### config.mk
export PLATFORM = sky130hd
export DESIGN_NAME = i2c_xfer_seq
export DESIGN_NICKNAME = d
export VERILOG_FILES = /design/src/rtl/i2c_seq_pkg.sv /design/src/rtl/i2c_seq_fifo.sv /design/src/rtl/i2c_xfer_seq.sv
export SDC_FILE = /design/constraint.sdc
export NUM_CORES = 1
export LEC_CHECK = 0
export ABC_CLOCK_PERIOD_IN_PS = 3450
export BUFFER_PORTS_ARGS = -buffer_cell sky130_fd_sc_hd__clkbuf_2
export CAP_MARGIN = 40
export CORE_MARGIN = 2
export CORE_UTILIZATION = 30
export DETAILED_ROUTE_END_ITERATION = 8
export HOLD_SLACK_MARGIN = 0.12
export PLACE_DENSITY = 0.52
export SYNTH_ARGS = -nofsm -noshare
export SYNTH_HDL_FRONTEND = slang
export SYNTH_HIERARCHICAL = 1
export SYNTH_SLANG_ARGS = --single-unit
export TNS_END_PERCENT = 1
### constraint.sdc
create_clock -name clk -period 3.45 [get_ports clk]
set_clock_uncertainty 0.05 [all_clocks]
set_input_delay 0.1725 -clock clk [delete_from_list [all_inputs] [get_ports clk]]
set_output_delay 0.1725 -clock clk [all_outputs]
set_load 0.005 [all_outputs]
### src/rtl/i2c_seq_pkg.sv
// Shared types and constants for the I2C transaction sequencer.
// States, field widths and error-cause bit positions.
package i2c_seq_pkg;

  typedef enum logic [2:0] {
    IDLE,
    CHECK,
    LAUNCH,
    RUN,
    FINISH
  } state_e;

  localparam int BYTE_W = 8;
  localparam int NB_W   = 6;
  localparam int DEV_W  = 7;

  localparam int ERR_ACK = 0;
  localparam int ERR_CNT = 1;
  localparam int ERR_UNF = 2;
  localparam int ERR_OVF = 3;
  localparam int ERR_RNG = 4;
  localparam int ERR_TMO = 5;
  localparam int ERR_W   = 6;

  function automatic logic nb_bad(
    input logic [NB_W-1:0] nb,
    input int              depth
  );
    return (nb == '0) || (int'(nb) > depth);
  endfunction

endpackage

### src/rtl/i2c_seq_fifo.sv
// Byte FIFO with first-word-fall-through read and occupancy count.
// Simultaneous push and pop both take effect; flush empties it.
module i2c_seq_fifo
  import i2c_seq_pkg::*;
#(
  parameter int DEPTH = 16
) (
  input  logic                    clk,
  input  logic                    reset,
  input  logic                    flush_i,
  input  logic                    push_i,
  input  logic [BYTE_W-1:0]       din_i,
  input  logic                    pop_i,
  output logic [BYTE_W-1:0]       dout_o,
  output logic                    full_o,
  output logic                    empty_o,
  output logic [$clog2(DEPTH):0]  cnt_o
);

  localparam int AW = $clog2(DEPTH);

  logic [BYTE_W-1:0] mem_q [DEPTH];
  logic [AW-1:0]     wp_q;
  logic [AW-1:0]     rp_q;
  logic [AW:0]       cnt_q;
  logic              do_push;
  logic              do_pop;

  assign full_o  = (cnt_q == (AW+1)'(DEPTH));
  assign empty_o = (cnt_q == '0);
  assign cnt_o   = cnt_q;
  assign dout_o  = mem_q[rp_q];
  assign do_push = push_i & ~full_o;
  assign do_pop  = pop_i & ~empty_o;

  // Storage array; no reset needed, validity tracked by pointers.
  always_ff @(posedge clk) begin
    if (do_push && !flush_i)
      mem_q[wp_q] <= din_i;
  end

  // Pointer and occupancy bookkeeping.
  always_ff @(posedge clk or negedge reset) begin
    if (!reset) begin
      wp_q  <= '0;
      rp_q  <= '0;
      cnt_q <= '0;
    end else if (flush_i) begin
      wp_q  <= '0;
      rp_q  <= '0;
      cnt_q <= '0;
    end else begin
      if (do_push) wp_q <= wp_q + 1'b1;
      if (do_pop)  rp_q <= rp_q + 1'b1;
      case ({do_push, do_pop})
        2'b10:   cnt_q <= cnt_q + 1'b1;
        2'b01:   cnt_q <= cnt_q - 1'b1;
        default: cnt_q <= cnt_q;
      endcase
    end
  end

endmodule

### src/rtl/i2c_xfer_seq.sv
// Host-side command sequencer in front of the I2C master engine.
// Optional watchdog on LAUNCH/RUN enabled by I2C_SEQ_TIMEOUT_EN.
module i2c_xfer_seq
  import i2c_seq_pkg::*;
#(
  parameter int DEPTH = 16
`ifdef I2C_SEQ_TIMEOUT_EN
  , parameter int TIMEOUT_CYCLES = 1 << 20
`endif
) (
  input  logic              clk,
  input  logic              reset,
  input  logic              cmd_valid,
  output logic              cmd_ready,
  input  logic              cmd_rw,
  input  logic [DEV_W-1:0]  cmd_dev_add,
  input  logic [7:0]        cmd_ptr,
  input  logic [NB_W-1:0]   cmd_nbyte,
  input  logic              wr_valid,
  output logic              wr_ready,
  input  logic [BYTE_W-1:0] wr_data,
  output logic              rd_valid,
  input  logic              rd_ready,
  output logic [BYTE_W-1:0] rd_data,
  output logic              busy,
  output logic              xfer_done,
  output logic              xfer_err,
  output logic              go,
  output logic              rw,
  output logic [NB_W-1:0]   N_Byte,
  output logic [DEV_W-1:0]  dev_add,
  output logic [7:0]        R_Pointer,
  output logic [BYTE_W-1:0] dwr,
  input  logic              ready,
  input  logic              done,
  input  logic              ack_e,
  input  logic [BYTE_W-1:0] drd
);

  localparam int CW = $clog2(DEPTH) + 1;

  state_e            state_q, state_d;
  logic              rw_q, rw_d;
  logic [DEV_W-1:0]  dev_q, dev_d;
  logic [7:0]        ptr_q, ptr_d;
  logic [NB_W-1:0]   nb_q, nb_d;
  logic [BYTE_W-1:0] dwr_q, dwr_d;
  logic [NB_W-1:0]   cnt_q, cnt_d;
  logic [ERR_W-1:0]  cause_q, cause_d;
  logic              xerr_q, xerr_d;
  logic [ERR_W-1:0]  err_vec;
  logic              err_now;

  logic              wr_pop, wr_flush, rd_push;
  logic              wr_full, wr_empty, rd_full, rd_empty;
  logic [CW-1:0]     wr_cnt, rd_cnt;
  logic [BYTE_W-1:0] wr_dout;

`ifdef I2C_SEQ_TIMEOUT_EN
  logic [31:0]       tmo_q, tmo_d;
`endif

  i2c_seq_fifo #(.DEPTH(DEPTH)) u_wr_fifo (
    .clk     (clk),
    .reset   (reset),
    .flush_i (wr_flush),
    .push_i  (wr_valid),
    .din_i   (wr_data),
    .pop_i   (wr_pop),
    .dout_o  (wr_dout),
    .full_o  (wr_full),
    .empty_o (wr_empty),
    .cnt_o   (wr_cnt)
  );

  i2c_seq_fifo #(.DEPTH(DEPTH)) u_rd_fifo (
    .clk     (clk),
    .reset   (reset),
    .flush_i (1'b0),
    .push_i  (rd_push),
    .din_i   (drd),
    .pop_i   (rd_ready),
    .dout_o  (rd_data),
    .full_o  (rd_full),
    .empty_o (rd_empty),
    .cnt_o   (rd_cnt)
  );

  assign wr_ready  = ~wr_full;
  assign rd_valid  = ~rd_empty;
  assign cmd_ready = (state_q == IDLE);
  assign busy      = (state_q != IDLE);
  assign go        = (state_q == LAUNCH);
  assign xfer_done = (state_q == FINISH);
  assign xfer_err  = (state_q == FINISH) ? err_now : xerr_q;
  assign rw        = rw_q;
  assign dev_add   = dev_q;
  assign R_Pointer = ptr_q;
  assign N_Byte    = nb_q;
  assign dwr       = dwr_q;

  // Sequencer state and latched command/result registers.
  always_ff @(posedge clk or negedge reset) begin
    if (!reset) begin
      state_q <= IDLE;
      rw_q    <= 1'b0;
      dev_q   <= '0;
      ptr_q   <= '0;
      nb_q    <= '0;
      dwr_q   <= '0;
      cnt_q   <= '0;
      cause_q <= '0;
      xerr_q  <= 1'b0;
    end else begin
      state_q <= state_d;
      rw_q    <= rw_d;
      dev_q   <= dev_d;
      ptr_q   <= ptr_d;
      nb_q    <= nb_d;
      dwr_q   <= dwr_d;
      cnt_q   <= cnt_d;
      cause_q <= cause_d;
      xerr_q  <= xerr_d;
    end
  end

`ifdef I2C_SEQ_TIMEOUT_EN
  // Watchdog counter for the master-owned phases.
  always_ff @(posedge clk or negedge reset) begin
    if (!reset) tmo_q <= '0;
    else        tmo_q <= tmo_d;
  end
`endif

  // Next-state, FIFO strobes and error collection.
  always_comb begin
    state_d  = state_q;
    rw_d     = rw_q;
    dev_d    = dev_q;
    ptr_d    = ptr_q;
    nb_d     = nb_q;
    dwr_d    = dwr_q;
    cnt_d    = cnt_q;
    cause_d  = cause_q;
    xerr_d   = xerr_q;
    wr_pop   = 1'b0;
    wr_flush = 1'b0;
    rd_push  = 1'b0;
    err_vec  = cause_q;
    err_vec[ERR_CNT] = (cnt_q != nb_q);
    err_now  = |err_vec;

    unique case (state_q)
      IDLE: begin
        if (cmd_valid) begin
          rw_d    = cmd_rw;
          dev_d   = cmd_dev_add;
          ptr_d   = cmd_ptr;
          nb_d    = cmd_nbyte;
          cnt_d   = '0;
          cause_d = '0;
          cause_d[ERR_RNG] = nb_bad(cmd_nbyte, DEPTH);
          state_d = CHECK;
        end
      end
      CHECK: begin
        if (cause_q[ERR_RNG])
          state_d = FINISH;
        else if (rw_q ? (DEPTH - int'(rd_cnt) >= int'(nb_q))
                      : (int'(wr_cnt) >= int'(nb_q)))
          state_d = LAUNCH;
      end
      LAUNCH: begin
        if (!done) state_d = RUN;
      end
      RUN: begin
        if (ack_e) cause_d[ERR_ACK] = 1'b1;
        if (ready) begin
          if (cnt_q != '1) cnt_d = cnt_q + 1'b1;
          if (rw_q) begin
            if (rd_full) cause_d[ERR_OVF] = 1'b1;
            else         rd_push = 1'b1;
          end else begin
            if (wr_empty) begin
              cause_d[ERR_UNF] = 1'b1;
            end else begin
              wr_pop = 1'b1;
              dwr_d  = wr_dout;
            end
          end
        end
        if (done) state_d = FINISH;
      end
      FINISH: begin
        xerr_d  = err_now;
        state_d = IDLE;
      end
      default: state_d = IDLE;
    endcase

`ifdef I2C_SEQ_TIMEOUT_EN
    tmo_d = '0;
    if (state_q == LAUNCH || state_q == RUN) begin
      tmo_d = tmo_q + 32'd1;
      if (tmo_q == 32'(TIMEOUT_CYCLES - 1)) begin
        state_d  = FINISH;
        wr_flush = 1'b1;
        wr_pop   = 1'b0;
        rd_push  = 1'b0;
        dwr_d    = dwr_q;
        cause_d[ERR_TMO] = 1'b1;
      end
    end
`endif
  end

endmodule

# Yosys cells after proc, flatten, opt, wreduce, memory -nomap -nowiden
# Memory sizes are Yosys's and may differ from the RTL's. A register that Yosys moved wholly into a read port is not among the register bits.
# Cells that the tools add are included.
[totals] mem_bits_rw=256 output_inout_bits=45 register_bits=62 n_memories=2
[memory_table] memory="u_rd_fifo.mem_q" depth=16 word_bits=8 read_ports=1 rd_ports_with_merged_regs=0 wr=1 line="i2c_seq_fifo.sv:22" source="logic [BYTE_W-1:0] mem_q [DEPTH];"
[memory_table] memory="u_wr_fifo.mem_q" depth=16 word_bits=8 read_ports=1 rd_ports_with_merged_regs=1 wr=1 line="i2c_seq_fifo.sv:22"
[op_classes] eq_ne=23 n_addsub=10 magnitude_cmp=3 mux=35 reduce_logical=18 n_bitwise=9
[ops] op="5-bit one-hot mux with 2 select lines" count=2
[ops] op="1-bit two-way mux" count=19
[ops] op="6-bit two-way mux" count=3
[ops] op="4-bit by 1-bit adder with 4-bit output (second input constant)" count=4
[ops] op="2-bit inequality test (second input constant)" count=8
[ops] op="3-bit two-way mux" count=5
[ops] op="3-bit one-hot mux with 4 select lines" count=1
[ops] op="6-bit one-hot mux with 2 select lines" count=1
[ops] op="4-bit AND reduction" count=3
[ops] op="5-bit by 1-bit adder with 5-bit output (second input constant)" count=2
[ops] op="5-bit == test (second input constant)" count=2
[ops] op="5-bit logical NOT" count=2
[ops] op="5-bit AND reduction" count=2
[ops] op="5-bit by 1-bit subtractor with 5-bit output (second input constant)" count=2
[ops] op="6-bit by 7-bit greater-or-equal comparator with 1-bit output" count=1
[ops] op="6-bit by 1-bit adder with 6-bit output (second input constant)" count=1
[ops] op="3-bit by 2-bit == test with 1-bit output (second input constant)" count=2
[ops] op="5-bit by 6-bit greater-or-equal comparator with 1-bit output" count=1
[ops] op="6-bit by 5-bit > comparator with 1-bit output (second input constant)" count=1
[ops] op="6-bit logical NOT" count=1
[ops] op="6-bit inequality test" count=1
[ops] op="6-bit inequality test (second input constant)" count=1
[ops] op="2-bit nonzero test" count=3
[ops] op="5-bit by 5-bit subtractor with 6-bit output (first input constant)" count=1
[ops] op="other kinds (19)" count=29

# Depth between registers and ports, before layout
# Gate-level depths: netlist (run 1).
[logic_depth] ltp_word=8 mapped_depth=13 ltp_nobuf=12

# Cells and area by module
# Netlist (run 1), hierarchy kept.
[modules_own_cells] module="i2c_seq_fifo (u_rd_fifo)" n_inst=1 area_per_inst_um2=6024.5 cells_each=303
[modules_own_cells] module="i2c_seq_fifo (u_wr_fifo)" n_inst=1 area_per_inst_um2=5954.5 cells_each=302
[modules_own_cells] module="i2c_xfer_seq" n_inst=1 area_per_inst_um2=2304.7 cells_each=203

# Worst setup path before layout (run 1)
# Ideal clock, no wire load.
[synth_path] path_kind="reg-to-reg" from="register state_q[1]" to="memory u_rd_fifo.mem_q[9][0] (enable)" required_time_ps=3002 slack_ps=335 path_stages_with_launch=10 arrival_ps=2668 path_cell_list="dfrtp_1 buf_2 nand4b_2 inv_1 nand2_1 nor2_1 inv_2 a21oi_2 nand2_1 nor4b_1"
[synth_via] elab_chain_cells=5
[synth_lines] element="start: declaration" line="i2c_xfer_seq.sv:42" source="state_e state_q, state_d;"
[synth_lines] element="start signal: assignment" line="i2c_xfer_seq.sv:115" source="state_q <= state_d;"
[synth_lines] element="3-bit by 2-bit == test with 1-bit output" line="i2c_xfer_seq.sv:153" source="unique case (state_q)"
[synth_lines] element="1-bit two-way mux" line="i2c_xfer_seq.sv:153"
[synth_lines] element="via rd_push" line="i2c_xfer_seq.sv:54" source="logic wr_pop, wr_flush, rd_push;"
[synth_lines] element="1-bit bitwise AND" line="i2c_seq_fifo.sv:33" source="assign do_push = push_i & ~full_o;"
[synth_lines] element="1-bit two-way mux" line="i2c_seq_fifo.sv:38" source="if (do_push && !flush_i)"
[synth_lines] element="1-bit two-way mux (not written as such)" line="i2c_seq_fifo.sv:39" source="mem_q[wp_q] <= din_i;"
[synth_lines] element="end: declaration" line="i2c_seq_fifo.sv:22"
# The timed path passes the listed nets, and every way through them passes these cells.

# Worst setup path in the final report (run 1)
[layout_path] from="register u_rd_fifo.cnt_q[1], in the netlist u_rd_fifo/cnt_o[1]" to="register u_rd_fifo.cnt_q[4], in the netlist u_rd_fifo/cnt_o[4]"
[layout_via] elab_chain_cells=8 word_cells_on_any_way=16 classes_between="2 x add/sub; 3 x eq/ne; 5 x mux; 4 x bitwise; 2 x reduce/logical"
[layout_lines] element="start: declaration" line="i2c_seq_fifo.sv:25" source="logic [AW:0] cnt_q;"
[layout_lines] element="start signal: assignment" line="i2c_seq_fifo.sv:56" source="2'b10: cnt_q <= cnt_q + 1'b1;"
[layout_lines] element="start signal: assignment" line="i2c_seq_fifo.sv:57" source="2'b01: cnt_q <= cnt_q - 1'b1;"
[layout_lines] element="start signal: assignment" line="i2c_seq_fifo.sv:58" source="default: cnt_q <= cnt_q;"
[layout_lines] element="5-bit == test (*)" line="i2c_seq_fifo.sv:29" source="assign full_o = (cnt_q == (AW+1)'(DEPTH));"
[layout_lines] element="via rd_full" line="i2c_xfer_seq.sv:55" source="logic wr_full, wr_empty, rd_full, rd_empty;"
[layout_lines] element="1-bit two-way mux (*)" line="i2c_xfer_seq.sv:181" source="if (rd_full) cause_d[ERR_OVF] = 1'b1;"
[layout_lines] element="1-bit two-way mux (*)" line="i2c_xfer_seq.sv:180" source="if (rw_q) begin"
[layout_lines] element="1-bit two-way mux (*)" line="i2c_xfer_seq.sv:178" source="if (ready) begin"
[layout_lines] element="1-bit two-way mux (*)" line="i2c_xfer_seq.sv:153"
[layout_lines] element="via rd_push" line="i2c_xfer_seq.sv:54"
[layout_lines] element="1-bit bitwise AND (*)" line="i2c_seq_fifo.sv:33"
[layout_lines] element="2-bit by 1-bit == test with 1-bit output or 2-bit == test (tied branches)" line="i2c_seq_fifo.sv:55" source="case ({do_push, do_pop})"
[layout_lines] element="5-bit one-hot mux with 2 select lines or 2-bit nonzero test (tied branches)"
# The timed path passes the listed nets; every way through them passes the cells marked *.
# A chain may end at the register's enable or synchronous reset.

==> impl_metrics.ini, run 1 <==
[run_status]
outcome = completed

[synth]
yosysTopAreaCellShare_pct = 53.8
syn_inst = 808
synthMostInstantiatedCell = sky130_fd_sc_hd__edfxtp_1
yosys_register_bits = 326
ys_types = 65
synth_commonest_cells = sky130_fd_sc_hd__edfxtp_1, sky130_fd_sc_hd__dfrtp_1, sky130_fd_sc_hd__nor2_1
syn_avg_cell_area_sq_um = 17.7
synth-edff-count = 256
synth_warn = 6
post_synth_main_area_contributors = sky130_fd_sc_hd__edfxtp_1, sky130_fd_sc_hd__dfrtp_1, sky130_fd_sc_hd__mux4_1
synth.yosys.seq_area_share_pct = 66.1
post-synth-top-area-cell = sky130_fd_sc_hd__edfxtp_1
asyncSetResetFlopFracSynth_pct = 21.5
synth_flop_cell = sky130_fd_sc_hd__edfxtp_1
syn-cell-area_sq_um = 14300

[worst_setup_path]
cp_peak_stage_delay_ns = 0.76
crit_path_cell_trace = or4_1 -> nor2_2 -> nor2_1 -> buf_4 -> nand2_1 -> nand3_1 -> fa_1 -> nand2b_1 -> a21oi_1 -> mux2i_1 -> a31oi_1
crit_slowest_cell = sky130_fd_sc_hd__or4_1
worst-endpoint-arrival_ns = 3.54
critPathBufInv = 1
critical_path_class = reg2reg
cp_data_required_time_ns = 3.82
timing.critical_path.from_type = flop
critical_path_sink_type = flop
worst_path_dominant_cell_family = simple AND/OR/NAND/NOR gates
worst-path-max-fanout = 9

[power_and_ir_drop]
vdd.ir_drop.worst_uv = 269
reg_power_share_pct = 43.6
cell_area_power_density_nw_per_um2 = 629
p_sw_uw = 2800
power.share.combinational_pct = 18.0
share_clk_of_total_power_pct = 38.4
p_int_uw = 8070
power_leakage_uw = 0.00626
switching_share_pct = 25.7

[timing]
final.hold.worst_slack_ns = 0.259
timing.final.setup_violations = 0
timing.final.crit_period_ns = 3.17
rsz0062_at_grt = no
timing.fmax_mhz = 316
maxSlewViolCount = 0
post-route-period-util_pct = 91.8
finalHoldViolCount = 0
worst_pin_slew_ns = 0.820
max_slew_headroom_pct = 45.1
setup-tns-final_ns = 0

[detailed_routing]
ant_nets = 0
first_pass_iters = 7
detail_route.vias_per_cell = 4.73
routed_wl_um = 29800
detailedRoute.firstIterationViolations = 465
wl_per_cell_um = 18.5
post-route-drc-count = 0
route.vias.total = 7635

[cts]
cts_tree = yes
cts-root-buf = sky130_fd_sc_hd__clkbuf_16
worst_setup_hold_path_clk_slew_ns = 0.06
worstSkewPairLatency_ns = 0.54
ctsHtreeMaxLevel = 2
number_of_buffers_on_the_longest_clock_path = 3
post-cts-setup-buffer-count = 0
number_of_sinks_on_the_clock_net = 326
numCtsBuffers = 38

[floorplan]
die_height_um = 222
die_width_um = 222
floorplan.initialDensity_pct = 30.6
fp-row-count = 79
design.die.area_sq_um = 49400
core_sq_um = 46800
ioPinCount = 91

[global_route]
grt_max_degree = 58
via_count_of_the_first_global_routing_pass = 7823
sum_of_overflow_across_all_layers_after_global_routing = 0
grt_antenna_before_repair = 0
grt_pass1_wl_um = 46600
track_usage_pct = 12.3

[place]
post_detail_place_hpwl_um = 19300
placed_cells = 1497
gp_congestion = 0.751
io_buffers = 90

[final_layout]
num-nets-final = 1053
final_util_pct = 37.0
fillerInstances = 4340
syn_to_final_growth_pct = 21.1
fin_cells = 1614
final_layout_size_suffix_gt1_share_pct = 26.6

[job]
drv_cap = 0

[worst_hold_path]
min_path_type = in2reg
cell type report:
class | count | area (sq um) | share of cell area, %
sequential | 326 | 9440 | 54.6
multi-input combinational | 412 | 4450 | 25.7
timing repair buffer | 169 | 1210 | 7.02
clock buffer | 56 | 1100 | 6.36
tap | 607 | 759 | 4.39
clock inverter | 14 | 223 | 1.29
inverter | 29 | 109 | 0.629
antenna | 1 | 2.50 | 0.0145
path summary, 6_finish.rpt:
check                                   start                  to  slack (ns)  cells after the start
setup / recovery           u_rd_fifo/cnt_o[1]  u_rd_fifo/cnt_o[4]        0.28                     11
hold / removal                          ready          cause_q[2]        0.26                      6
setup reg to reg           u_rd_fifo/cnt_o[1]  u_rd_fifo/cnt_o[4]        0.28                     11
hold reg to reg                        dwr[5]              dwr[5]        0.45                      1
max in group asynchronous               reset          dev_add[3]        2.08                      4
min in group asynchronous               reset        R_Pointer[5]        0.72                      4
per-stage QoR:
stage / total power, uW / cell area [sq um] / setup WS, ns
CTS: 11100 / 17300 / 0.287
finish: 10900 / 17300 / 0.283
global placement: 6740 / 15500 / 0.236
detailed placement: 6770 / 15500 / 0.310
floorplan: 6190 / 14300 / 0.335
global route: 11400 / 17300 / 0.0908
state kept, by name (all words and copies together) (netlist names), 5 cells and up:
| register | count |
|---|---|
| u_rd_fifo/mem_q | 128 |
| u_wr_fifo/mem_q | 128 |
| R_Pointer | 8 |
| dwr | 8 |
| dev_add | 7 |
| N_Byte | 6 |
| cnt_q | 6 |
| u_rd_fifo/cnt_o | 5 |
| u_wr_fifo/cnt_o | 5 |
tightest hold or removal path, delay by kind of cell:
kind	cells	cell delay (ns)
AO/OA/AOI/OAI	1	0.14
AND/OR/NAND/NOR	3	0.26
buffers and inverters	2	0.24
timing repair:
action,in CTS,in global routing
endpoints found under the hold margin,365,0
gates resized for setup,0,0
setup endpoints to repair,0,0
hold buffers,46,0
logic make-up (layout without fill, tap and decap cells):
| family | Yosys count | after routing | share of synthesized area (%) |
|---|---|---|---|
| AO/OA/AOI/OAI | 63 | 63 | 3.23 |
| adder cells (fa/ha/maj) | 31 | 31 | 2.82 |
| multiplexers | 119 | 119 | 17.0 |
| XOR/XNOR | 29 | 29 | 1.78 |
| other | 1 | 4 | 0.0263 |
| AND/OR/NAND/NOR | 167 | 167 | 6.01 |
| flip-flops | 326 | 326 | 66.1 |
| buffers and inverters | 72 | 268 | 3.09 |
power by group through the flow:
| stage | logic [uW] | clock network [uW] | registers, uW |
|---|---|---|---|
| final | 1960 | 4170 | 4740 |
| after floorplan | 1470 | 0 | 4720 |
| after CTS | 2000 | 4320 | 4750 |
| after global routing | 2180 | 4460 | 4780 |
| after detailed placement | 1940 | 0 | 4820 |
| after global placement | 1930 | 0 | 4810 |
cells in the final DEF (no fill, tap or decap), types with 3 or more instances in the layout:
| cell type | n |
|---|---|
| sky130_fd_sc_hd__o21ai_0 | 10 |
| sky130_fd_sc_hd__nand3_1 | 10 |
| sky130_fd_sc_hd__clkbuf_8 | 6 |
| sky130_fd_sc_hd__mux4_1 | 51 |
| sky130_fd_sc_hd__a211o_1 | 4 |
| sky130_fd_sc_hd__bufinv_16 | 5 |
| sky130_fd_sc_hd__clkbuf_1 | 11 |
| sky130_fd_sc_hd__xor2_1 | 19 |
| sky130_fd_sc_hd__and3_1 | 9 |
| sky130_fd_sc_hd__nor4_1 | 3 |
| sky130_fd_sc_hd__nor2b_1 | 4 |
| sky130_fd_sc_hd__clkbuf_2 | 89 |
| sky130_fd_sc_hd__mux4_2 | 29 |
| sky130_fd_sc_hd__a211oi_1 | 4 |
| sky130_fd_sc_hd__nor4_2 | 4 |
| sky130_fd_sc_hd__nor4b_2 | 3 |
| sky130_fd_sc_hd__inv_1 | 26 |
| sky130_fd_sc_hd__ha_1 | 29 |
| sky130_fd_sc_hd__xnor2_1 | 10 |
| sky130_fd_sc_hd__dlygate4sd3_1 | 46 |
| sky130_fd_sc_hd__mux2_2 | 26 |
| sky130_fd_sc_hd__nor2_1 | 67 |
| sky130_fd_sc_hd__a31oi_1 | 4 |
| sky130_fd_sc_hd__inv_2 | 3 |
| sky130_fd_sc_hd__buf_4 | 30 |
| sky130_fd_sc_hd__mux2i_1 | 8 |
| sky130_fd_sc_hd__clkinv_2 | 4 |
| sky130_fd_sc_hd__clkbuf_16 | 39 |
| sky130_fd_sc_hd__nand2b_1 | 8 |
| sky130_fd_sc_hd__a21oi_1 | 13 |
| sky130_fd_sc_hd__o211ai_1 | 5 |
| sky130_fd_sc_hd__edfxtp_1 | 256 |
| sky130_fd_sc_hd__conb_1 | 3 |
| sky130_fd_sc_hd__dfrtp_1 | 68 |
| sky130_fd_sc_hd__nand2_1 | 27 |
| sky130_fd_sc_hd__nor3_1 | 11 |
| sky130_fd_sc_hd__a21o_1 | 4 |
| sky130_fd_sc_hd__mux2_1 | 5 |
layer usage:
metal / up-vias / GRT usage (%) / part of all wire [%]
li1: 3549 / - / -
met1: 3921 / 16.4 / 45
met2: 119 / 20.1 / 49
met3: 46 / 2.66 / 3.7
met4: 0 / 3.49 / 2.1
met5: - / 0 / 0
No activity file was read; power rests on OpenSTA's default activity.
==> run 2: changes to the inputs <==
PLACE_DENSITY = 0.47   (was 0.52)
==> run 2 against run 1 <==
Against the previous run: critical endpoint unchanged; fmax up 1.0%; wire length increased by 2.2%; non-clock buffer count is the same; hold slack improved by 0.088 ns; total power fell by 1.7%.
==> impl_metrics.ini, run 2 (synthesis results as in run 1) <==
[final_layout]
mostFrequentLayoutCell = sky130_fd_sc_hd__edfxtp_1
top_regs = u_rd_fifo/mem_q (128), u_wr_fifo/mem_q (128)
most-common-layout-cells = sky130_fd_sc_hd__edfxtp_1, sky130_fd_sc_hd__clkbuf_2, sky130_fd_sc_hd__dfrtp_1
fillerInstances = 4378
num-nets-final = 1053
syn_to_final_growth_pct = 20.5
final_layout_size_suffix_gt1_share_pct = 26.1
insertedDiodeCount = 0

[cts]
number_of_sinks_on_the_clock_net = 326
post-cts-setup-buffer-count = 0
worstSkewPairLatency_ns = 0.55
ctsHtreeMaxLevel = 2
worst_setup_hold_path_clk_slew_ns = 0.06
number_of_buffers_on_the_longest_clock_path = 3
cts-root-buf = sky130_fd_sc_hd__clkbuf_16
cts_tree = yes
numCtsBuffers = 38
post_cts_repair_resize_count = 0

[floorplan]
core_sq_um = 46800
design.die.area_sq_um = 49400
ioPinCount = 91
die_height_um = 222
die_width_um = 222
floorplan.initialDensity_pct = 30.6
fp-row-count = 79

[worst_setup_path]
worst-endpoint-arrival_ns = 3.51
cp_data_required_time_ns = 3.83
timing.critical_path.from_type = flop
critPathBufInv = 1
critical_path_sink_type = flop
worst-path-max-fanout = 9
crit_slowest_cell = sky130_fd_sc_hd__or4_1
crit_path_cell_trace = or4_1 -> nor2_2 -> nor2_1 -> buf_4 -> nand2_1 -> nand3_1 -> fa_1 -> nand2b_1 -> a21oi_1 -> mux2i_1 -> a31oi_1
cp_peak_stage_delay_ns = 0.74
critical_path_class = reg2reg
worst_path_dominant_cell_family = simple AND/OR/NAND/NOR gates

[detailed_routing]
detailedRoute.firstIterationViolations = 362
routed_wl_um = 30500
route.vias.total = 7606
wl_per_cell_um = 18.9
first_pass_iters = 4
detail_route.vias_per_cell = 4.72
ant_nets = 0
post-route-drc-count = 0

[timing]
rsz0062_at_grt = no
finalHoldViolCount = 0
timing.final.crit_period_ns = 3.13
timing.final.setup_violations = 0
timing.fmax_mhz = 319
maxSlewViolCount = 0
setup-tns-final_ns = 0
post-route-period-util_pct = 90.9
worst_pin_slew_ns = 0.786
max_slew_headroom_pct = 47.4

[global_route]
grt_pass1_wl_um = 47800
busiest_layer = met2
global_route.usage.met3_pct = 2.25
via_count_of_the_first_global_routing_pass = 7916
grt_max_degree = 59
grtUsageMet1_pct = 16.9
gr-usage-met2_pct = 20.8
track_usage_pct = 12.6
grt_antenna_before_repair = 0
sum_of_overflow_across_all_layers_after_global_routing = 0

[run_status]
outcome = completed

[power_and_ir_drop]
share_clk_of_total_power_pct = 37.2
p_sw_uw = 2870
vdd.ir_drop.worst_uv = 308
reg_power_share_pct = 44.7
power_leakage_uw = 0.00623
cell_area_power_density_nw_per_um2 = 621
switching_share_pct = 26.9
finalPower_uw = 10700
p_int_uw = 7810
power.share.combinational_pct = 18.1

[job]
drv_cap = 0

[place]
post_detail_place_hpwl_um = 19900
gp_congestion = 0.734
io_buffers = 90

[worst_hold_path]
min_path_type = in2reg
==> run 2: tightest hold or removal path: stages <==
cell                            delay, ns
sky130_fd_sc_hd__dlygate4sd3_1       0.52
sky130_fd_sc_hd__clkbuf_2            0.09
sky130_fd_sc_hd__mux2_2              0.13
==> run 2: power by group through the flow <==
stage | Sequential, uW | Clock [uW] | Combinational [uW]
global route | 4810 | 4260 | 2160
floorplan | 4720 | 0 | 1470
global placement | 4850 | 0 | 1910
finish | 4770 | 3970 | 1940
detailed placement | 4860 | 0 | 1920
CTS | 4780 | 4110 | 1980
==> run 2: final cells by class <==
| type | instances | area, sq um | share of cell area (%) |
|---|---|---|---|
| Inverter | 29 | 109 | 0.632 |
| Clock inverter | 20 | 218 | 1.26 |
| Timing Repair Buffer | 169 | 1220 | 7.08 |
| Sequential cell | 326 | 9440 | 54.9 |
| Multi-Input combinational cell | 412 | 4450 | 25.8 |
| Clock buffer | 50 | 1020 | 5.90 |
| Tap cell | 607 | 759 | 4.41 |
==> run 2: what timing repair did <==
item	CTS	global route
hold buffers	48	0
hold endpoints to repair	367	0
endpoints found under the setup margin	0	0
==> run 2: final timing paths <==
path	start	end	slack [ns]	cells past startpoint
max	u_rd_fifo/cnt_o[0]	u_rd_fifo/cnt_o[4]	0.32	11
min	cmd_dev_add[3]	dev_add[3]	0.35	3
max reg2reg	u_rd_fifo/cnt_o[0]	u_rd_fifo/cnt_o[4]	0.32	11
min reg2reg	dwr[5]	dwr[5]	0.45	1
max in group asynchronous	reset	dwr[6]	1.66	4
min in group asynchronous	reset	dev_add[5]	0.66	4
==> run 2: routing by layer <==
layer  part of all wire [%]  vias to the layer above
met3                    3.3                       38
met5                      0                        -
met4                    1.7                        0
met1                     46                     3922
li1                       -                     3541
met2                     49                      105
==> run 2: metrics by stage <==
step | cells | area (sq um) | setup slack (ns) | hold slack [ns] | utilization [%]
finish | 1613 | 17200 | 0.315 | 0.348 | 36.8
global placement | 1493 | 15500 | 0.263 | 0.347 | 33.1
CTS | 1613 | 17200 | 0.312 | 0.314 | 36.8
global route | 1613 | 17200 | 0.0668 | 0.343 | 36.8
detailed placement | 1495 | 15500 | 0.314 | 0.00220 | 33.1
floorplan | 810 | 14300 | 0.335 | -0.173 | -
